## src/rtl/dsp_mem_arbiter_pkg.sv

```systemverilog
// dsp_mem_arbiter_pkg: shared bank/requester IDs and return-tag type for the DSP SRAM arbiter
package dsp_mem_arbiter_pkg;
  localparam logic TRUE = 1'b1;
  localparam logic FALSE = 1'b0;
  typedef enum logic {MEM_READ = 1'b0, MEM_WRITE = 1'b1} mem_op_e;
  localparam int BANK_SEL_BIT = 15;
  localparam logic BANK1 = 1'b0;
  localparam logic BANK2 = 1'b1;
  localparam logic REQ_CORE = 1'b0;
  localparam logic REQ_DMA = 1'b1;
  typedef struct packed {
    logic valid;
    logic bank;
  } ret_tag_t;
  localparam ret_tag_t TAG_NONE = '{valid: FALSE, bank: BANK1};
endpackage

```

## src/rtl/dsp_mem_arbiter_bank_arb.sv

```systemverilog
// dsp_bank_arb: two-way core/DMA arbiter for one bank with a DMA starvation counter
module dsp_bank_arb
  import dsp_mem_arbiter_pkg::*;
#(
  parameter int STARVE_LIMIT = 4
) (
  input  logic clk,
  input  logic rst,
  input  logic c_hit,
  input  logic d_hit,
  output logic c_win,
  output logic d_win
);
  logic [3:0] starve;
  logic dma_due;
  assign dma_due = starve == 4'(STARVE_LIMIT);
  assign d_win = d_hit && (!c_hit || dma_due);
  assign c_win = c_hit && !d_win;
  always_ff @(posedge clk or posedge rst) begin
    if (rst) starve <= '0;
    else if (d_win) starve <= '0;
    else if (c_hit && d_hit && !dma_due) starve <= starve + 4'd1;
  end
endmodule

```

## src/rtl/dsp_mem_arbiter.sv

```systemverilog
// dsp_mem_arbiter: routes core and DMA requests onto the read-only bank 1 and read/write bank 2
module dsp_mem_arbiter
  import dsp_mem_arbiter_pkg::*;
#(
  parameter int WORD_LEN = 16,
  parameter int ADDR_LEN = 15,
  parameter int STARVE_LIMIT = 4
) (
  input  logic                clk,
  input  logic                rst,
  input  logic                c_req,
  input  logic                c_we,
  input  logic [15:0]         c_addr,
  input  logic [WORD_LEN-1:0] c_wdata,
  output logic                c_gnt,
  output logic                c_rvalid,
  output logic [WORD_LEN-1:0] c_rdata,
  output logic                c_err,
  input  logic                d_req,
  input  logic                d_we,
  input  logic [15:0]         d_addr,
  input  logic [WORD_LEN-1:0] d_wdata,
  output logic                d_gnt,
  output logic                d_rvalid,
  output logic [WORD_LEN-1:0] d_rdata,
  output logic                d_err,
  output logic [ADDR_LEN-1:0] b1_raddr,
  output logic                b1_re,
  input  logic [WORD_LEN-1:0] b1_rdata,
  output logic [ADDR_LEN-1:0] b2_addr,
  output logic                b2_re,
  output logic                b2_we,
  output logic [WORD_LEN-1:0] b2_wdata,
  input  logic [WORD_LEN-1:0] b2_rdata
);
  logic [1:0] c_hit, d_hit, c_win, d_win, c_g, d_g;
  logic c_rd, d_rd;
  ret_tag_t c_tag, d_tag;
  for (genvar g = 0; g < 2; g++) begin : g_bank
    assign c_hit[g] = c_req && c_addr[BANK_SEL_BIT] == 1'(g);
    assign d_hit[g] = d_req && d_addr[BANK_SEL_BIT] == 1'(g);
    dsp_bank_arb #(.STARVE_LIMIT(STARVE_LIMIT)) u_arb (
      .clk  (clk),
      .rst  (rst),
      .c_hit(c_hit[g]),
      .d_hit(d_hit[g]),
      .c_win(c_win[g]),
      .d_win(d_win[g])
    );
  end
  // grants are masked during reset so every bank-side output falls to 0 with them
  assign c_g = rst ? 2'b00 : c_win;
  assign d_g = rst ? 2'b00 : d_win;
  assign c_gnt = |c_g;
  assign d_gnt = |d_g;
  assign c_rd = mem_op_e'(c_we) == MEM_READ;
  assign d_rd = mem_op_e'(d_we) == MEM_READ;
  always_comb begin
    b1_re = (c_g[BANK1] && c_rd) || (d_g[BANK1] && d_rd);
    b1_raddr = (c_g[BANK1] && c_rd) ? c_addr[ADDR_LEN-1:0] :
               (d_g[BANK1] && d_rd) ? d_addr[ADDR_LEN-1:0] : '0;
    b2_re = (c_g[BANK2] && c_rd) || (d_g[BANK2] && d_rd);
    b2_we = (c_g[BANK2] && !c_rd) || (d_g[BANK2] && !d_rd);
    b2_addr = c_g[BANK2] ? c_addr[ADDR_LEN-1:0] : d_g[BANK2] ? d_addr[ADDR_LEN-1:0] : '0;
    b2_wdata = (c_g[BANK2] && !c_rd) ? c_wdata : (d_g[BANK2] && !d_rd) ? d_wdata : '0;
  end
  always_ff @(posedge clk or posedge rst) begin
    if (rst) begin
      c_tag <= TAG_NONE;
      d_tag <= TAG_NONE;
      c_err <= FALSE;
      d_err <= FALSE;
    end else begin
      c_tag <= '{valid: c_gnt && c_rd, bank: c_addr[BANK_SEL_BIT]};
      d_tag <= '{valid: d_gnt && d_rd, bank: d_addr[BANK_SEL_BIT]};
      c_err <= c_g[BANK1] && !c_rd;
      d_err <= d_g[BANK1] && !d_rd;
    end
  end
  assign c_rvalid = c_tag.valid;
  assign d_rvalid = d_tag.valid;
  assign c_rdata = !c_tag.valid ? '0 : c_tag.bank == BANK2 ? b2_rdata : b1_rdata;
  assign d_rdata = !d_tag.valid ? '0 : d_tag.bank == BANK2 ? b2_rdata : b1_rdata;
endmodule

```

## config.mk

```make
export PLATFORM = sky130hd
export DESIGN_NAME = dsp_mem_arbiter
export DESIGN_NICKNAME = d
export VERILOG_FILES = /design/src/rtl/dsp_mem_arbiter_pkg.sv /design/src/rtl/dsp_mem_arbiter_bank_arb.sv /design/src/rtl/dsp_mem_arbiter.sv
export SDC_FILE = /design/constraint.sdc
export NUM_CORES = 1
export LEC_CHECK = 0
export ABC_AREA = 1
export CORE_MARGIN = 5
export CORE_UTILIZATION = 30
export CTS_BUF_LIST = sky130_fd_sc_hd__clkbuf_4
export CTS_CLUSTER_DIAMETER = 100
export DETAILED_ROUTE_END_ITERATION = 8
export MAX_ROUTING_LAYER = met4
export PLACE_DENSITY = 0.79
export SLEW_MARGIN = 20
export SYNTH_ARGS = -nofsm -noshare
export SYNTH_HDL_FRONTEND = slang
export SYNTH_SLANG_ARGS = --single-unit
```

## constraint.sdc

```tcl
create_clock -name clk -period 2.55 [get_ports clk]
set_input_delay 0.6375 -clock clk [delete_from_list [all_inputs] [get_ports clk]]
set_output_delay 0.6375 -clock clk [all_outputs]
set_load 0.01 [all_outputs]
```

# Yosys cells after proc, flatten, opt, wreduce, memory -nomap -nowiden
# Cells that the tools add are included.
dict set report totals {
  regBits 14
  output_inout_bits 87
  inputBits 102
  wordCells 69
}
dict set report op_classes {
  n_mux 16
  eq_ne 2
  n_reduce_logical 37
  bitwise_logic 4
  addsub 2
}
# operator count
set op_table {}
lappend op_table {{16-bit two-way mux} 6}
lappend op_table {{15-bit two-way mux} 4}
lappend op_table {{1-bit logical AND} 22}
lappend op_table {{4-bit two-way mux} 4}
lappend op_table {{4-bit by 1-bit adder with 4-bit output (second input constant)} 2}
lappend op_table {{4-bit by 3-bit == test with 1-bit output (second input constant)} 2}
lappend op_table {{1-bit zero test} 6}
lappend op_table {{1-bit logical OR} 5}
lappend op_table {{2-bit two-way mux} 2}
lappend op_table {{1-bit inverter} 4}
lappend op_table {{2-bit nonzero test} 2}
lappend op_table {{2-bit OR reduction} 2}

# Longest topological paths before layout
dict set report depth {
  depth_word 10
  depth_mapped 9
  depth_no_buf 8
}

# By module
# From an unflattened synthesis, not the netlist that was laid out.
dict set report unflattened {
  hier_cells 361
  area_unflattened_um2 1985.7
}
# mod n_inst seq_area_each_um2 area_each_um2 cells_each
set by_module_without_submodules {}
lappend by_module_without_submodules {dsp_mem_arbiter 1 150.1 1455.1 293}
lappend by_module_without_submodules {dsp_bank_arb 2 100.1 265.3 34}

# Worst setup path before layout
# No wires, ideal clock.
dict set report synth_path {
  path_kind {in2out}
  start {in rst}
  end {out b2_wdata[10]}
  required_time_ps 1913
  arrival_time_ps 1505
  stages 5
  n_path_buf 2
  path_slack_ps 408
  cell_sequence {buf_4 -> inv_1 -> buf_2 -> nand4_1 -> nand2_1}
}
dict set report synth_between {
  elab_chain_cells 4
  elab_cells_between_ends 6
  cone_classes {mux: 4; reduce/logical: 2}
}
# element line
set synth_rtl {}
lappend synth_rtl {{start, declared} dsp_mem_arbiter.sv:10} ;# input logic rst,
lappend synth_rtl {{2-bit two-way mux} dsp_mem_arbiter.sv:53} ;# assign d_g = rst ? 2'b00 : d_win;
lappend synth_rtl {{1-bit logical AND} dsp_mem_arbiter.sv:65} ;# b2_wdata = (c_g[BANK2] && !c_rd) ? c_wdata : (d_g[BANK2] && !d_rd) ? d_wdata : '0;
lappend synth_rtl {{16-bit two-way mux} dsp_mem_arbiter.sv:65}
lappend synth_rtl {{16-bit two-way mux (*)} dsp_mem_arbiter.sv:65}
lappend synth_rtl {{end, declared} dsp_mem_arbiter.sv:33} ;# output logic [WORD_LEN-1:0] b2_wdata,
# Every way passes the cells marked *; elsewhere a longest branch is shown, timed or not.

# Final worst setup path
dict set report layout_path {
  start {in c_addr[15]}
  end {out b2_wdata[1]}
}
dict set report layout_between {
  elab_chain_cells 9
  elab_cells_between_ends 12
  cone_classes {mux: 4; reduce/logical: 8}
}
# element line
set layout_rtl {}
lappend layout_rtl {{start, declared} dsp_mem_arbiter.sv:13} ;# input logic [15:0] c_addr,
lappend layout_rtl {{1-bit logical AND (*)} dsp_mem_arbiter.sv:40} ;# assign c_hit[g] = c_req && c_addr[BANK_SEL_BIT] == 1'(g);
lappend layout_rtl {{1-bit zero test} dsp_mem_arbiter_bank_arb.sv:17} ;# assign d_win = d_hit && (!c_hit || dma_due);
lappend layout_rtl {{1-bit logical OR} dsp_mem_arbiter_bank_arb.sv:17}
lappend layout_rtl {{1-bit logical AND} dsp_mem_arbiter_bank_arb.sv:17}
lappend layout_rtl {{1-bit zero test} dsp_mem_arbiter_bank_arb.sv:18} ;# assign c_win = c_hit && !d_win;
lappend layout_rtl {{1-bit logical AND} dsp_mem_arbiter_bank_arb.sv:18}
lappend layout_rtl {{2-bit two-way mux} dsp_mem_arbiter.sv:52} ;# assign c_g = rst ? 2'b00 : c_win;
lappend layout_rtl {{1-bit logical AND} dsp_mem_arbiter.sv:65}
lappend layout_rtl {{16-bit two-way mux (*)} dsp_mem_arbiter.sv:65}
# Marked as above.

==> flow_summary.json <==
{
  "area_growth_pct": 114,
  "pwr-share-seq_pct": 26.6,
  "p_int_uw": 675,
  "relSlewSlack_pct": 65.6,
  "drv_cap": 0,
  "clockBufferDepth": 2,
  "switching_power_uw": 393,
  "slew_violations": 0,
  "syn_area_sq_um": 2060,
  "min_path_type": "input pin to register",
  "core_sq_um": 6760,
  "min_period_ns": 2.53,
  "cts_tree": "done",
  "fp.dieW_um": 92.9,
  "antenna_left": 0,
  "rsz0062_at_grt": "true",
  "nets": 677,
  "hold_viol_final": 0,
  "dpl_worst_slack_ns": -0.610,
  "hp-start": "d_addr[15]",
  "place_congestion": 0.854,
  "crit_start": "c_addr[15]",
  "insertion_delay_ns": 0.28,
  "grt_pass1_wl_um": 16200,
  "wl_um": 10200,
  "synth.distinct_cells": 28,
  "root_buffer": "clkbuf_4",
  "clkPwrFrac_pct": 12.0,
  "crit_path_start_kind": "input pin",
  "max_freq_mhz": 396,
  "crit_type": "input pin to primary output",
  "end_kind": "primary output",
  "grt_use_total_pct": 23.4,
  "diodes": 0,
  "setup_ws_ns": 0.0221,
  "cts.sinks": 14,
  "power_mw": 1.07,
  "grt.overflow.total": 0,
  "firstDrtPassIters": 4,
  "hold_ws_ns": 0.511,
  "drtIter0Drc": 156,
  "synth_nets": 459,
  "cts.reportedPaths.clkPinSlew_ns": 0.08,
  "setup_viol": 0,
  "cts_buffers": 3,
  "io_buffers": 188,
  "switching_share_pct": 36.8,
  "dp_hpwl_um": 7770,
  "ys_seq_area_share_pct": 17.0,
  "avgViaCountPerCell": 5.25,
  "drc": 0,
  "worstPathMaxFanout": 4,
  "yosysWarnings": 0,
  "clock_skew_ns": 0.00807,
  "crit_required_ns": 1.91,
  "routed-via-count": 3414,
  "synth.avg_cell_area_sq_um": 5.84,
  "grt_max_degree": 32,
  "antenna_found_initial": 0,
  "tightest_slew_ns": 0.516,
  "power_frac_comb_pct": 61.4,
  "io-pin-count": 189,
  "ys_ff_latch": 14,
  "initial_utilization_pct": 30.5,
  "arrival_ns": 1.89,
  "run_status": "finished, final reports clean",
  "regToRegStartpoint": "g_bank[0].u_arb.starve[0]",
  "leakage_nw": 2.35,
  "die-area_sq_um": 8640,
  "first_global_vias": 3346,
  "drive_gt1_share_pct": 22.6,
  "fp.dieH_um": 92.9,
  "ir_drop_uv": 156,
  "rows": 30,
  "power_density_nw_per_um2": 241,
  "layout_common_cells": "clkdlybuf4s50_1, nand2_1, nor2_1",
  "final_common_cell": "clkdlybuf4s50_1",
  "avgRoutedWirePerCell_um": 15.7,
  "h-tree-depth": 1,
  "syn_inst": 353,
  "period_share_pct": 99.1
}
==> synth_stat cells, drive strengths merged <==
cell / count / area share, %
clkbuf: 7 / 1.3
dfrtp: 14 / 17
nand2: 84 / 17
nor3: 4 / 1.5
clkinv: 2 / 0.36
xor2: 1 / 0.42
nor2: 73 / 14
nand3: 23 / 5.8
o21ai: 39 / 9.5
a21oi: 3 / 1.8
xnor2: 1 / 0.42
inv: 15 / 2.7
buf: 21 / 7.0
ha: 4 / 2.4
nand4: 62 / 19
==> cell type report <==
type | instances | area (sq um)
repair buffers | 241 | 2370
fillers | 605 | 2330
multi-input cells | 294 | 1510
flip-flops and latches | 14 | 350
well taps | 80 | 100
inverters | 17 | 70.1
clock buffers | 3 | 22.5
clock inverters | 1 | 3.75
==> repair_timing <==
| action | in CTS | in global routing |
|---|---|---|
| gates cloned | 3 | 0 |
| pin swaps | 3 | 6 |
| setup endpoints to repair | 52 | 62 |
| hold buffers | 0 | 0 |
| resized for setup | 157 | 65 |
| setup buffers | 10 | 4 |
==> through the flow <==
step	util [%]	cell area, sq um	TNS, ns	std cells
final	65.5	4420	0	650
after global routing	65.5	4420	-0.0757	650
after CTS	66.6	4500	-0.0296	646
after detailed placement	63.6	4300	-28.44	629
after global placement	63.6	4300	-26.84	629
after floorplan	-	2060	0	353
==> cell families after synthesis <==
logic type / count (synthesis) / share of synthesized area (%)
AO/OA/AOI/OAI: 42 / 11.3
XOR/XNOR: 2 / 0.849
adder cells (fa/ha/maj): 4 / 2.43
buffers and inverters: 45 / 11.3
flip-flops: 14 / 17.0
AND/OR/NAND/NOR: 246 / 57.1
==> worst max-delay path: stages <==
cell and delay [ns]:
clkbuf_4 0.16, nand2_4 0.08, inv_2 0.05, buf_4 0.13
a21oi_4 0.19, bufbuf_16 0.28, nand4_1 0.07, nand2_1 0.07
clkdlybuf4s15_2 0.22
==> routing by layer <==
layer | routed length, um | up-vias | GRT usage, %
li1 | - | 1656 | -
met1 | 4090 | 1554 | 27.9
met2 | 5100 | 190 | 42.2
met3 | 825 | 14 | 2.44
met4 | 162 | 0 | 5.25
met5 | 0 | - | -
==> power groups by stage <==
| stage | clock, mW | sequential, mW | combinational [mW] |
|---|---|---|---|
| floorplan | 0 | 0.281 | 0.244 |
| global placement | 0 | 0.287 | 0.604 |
| detailed placement | 0 | 0.289 | 0.614 |
| CTS | 0.131 | 0.285 | 0.637 |
| global route | 0.141 | 0.289 | 0.709 |
| finish | 0.128 | 0.284 | 0.656 |
==> state kept, by name (all words and copies together), names as in the netlist <==
name and cells:
c_rvalid 1, d_rvalid 1, g_bank.u_arb.starve 8, c_tag 1
d_err 1, d_tag 1, c_err 1
==> path summary, 6_finish.rpt <==
kind | to | slack (ns) | depth (start not counted)
setup reg to reg | g_bank[0].u_arb.starve[3] | 1.13 | 9
hold / removal | d_tag[0] | 0.51 | 1
setup / recovery | b2_wdata[1] | 0.02 | 9
hold reg to reg | g_bank[1].u_arb.starve[3] | 0.55 | 3
min in group asynchronous | d_rvalid | 0.86 | 4
max in group asynchronous | g_bank[1].u_arb.starve[1] | 1.52 | 4
(Power assumes the default switching activity.)
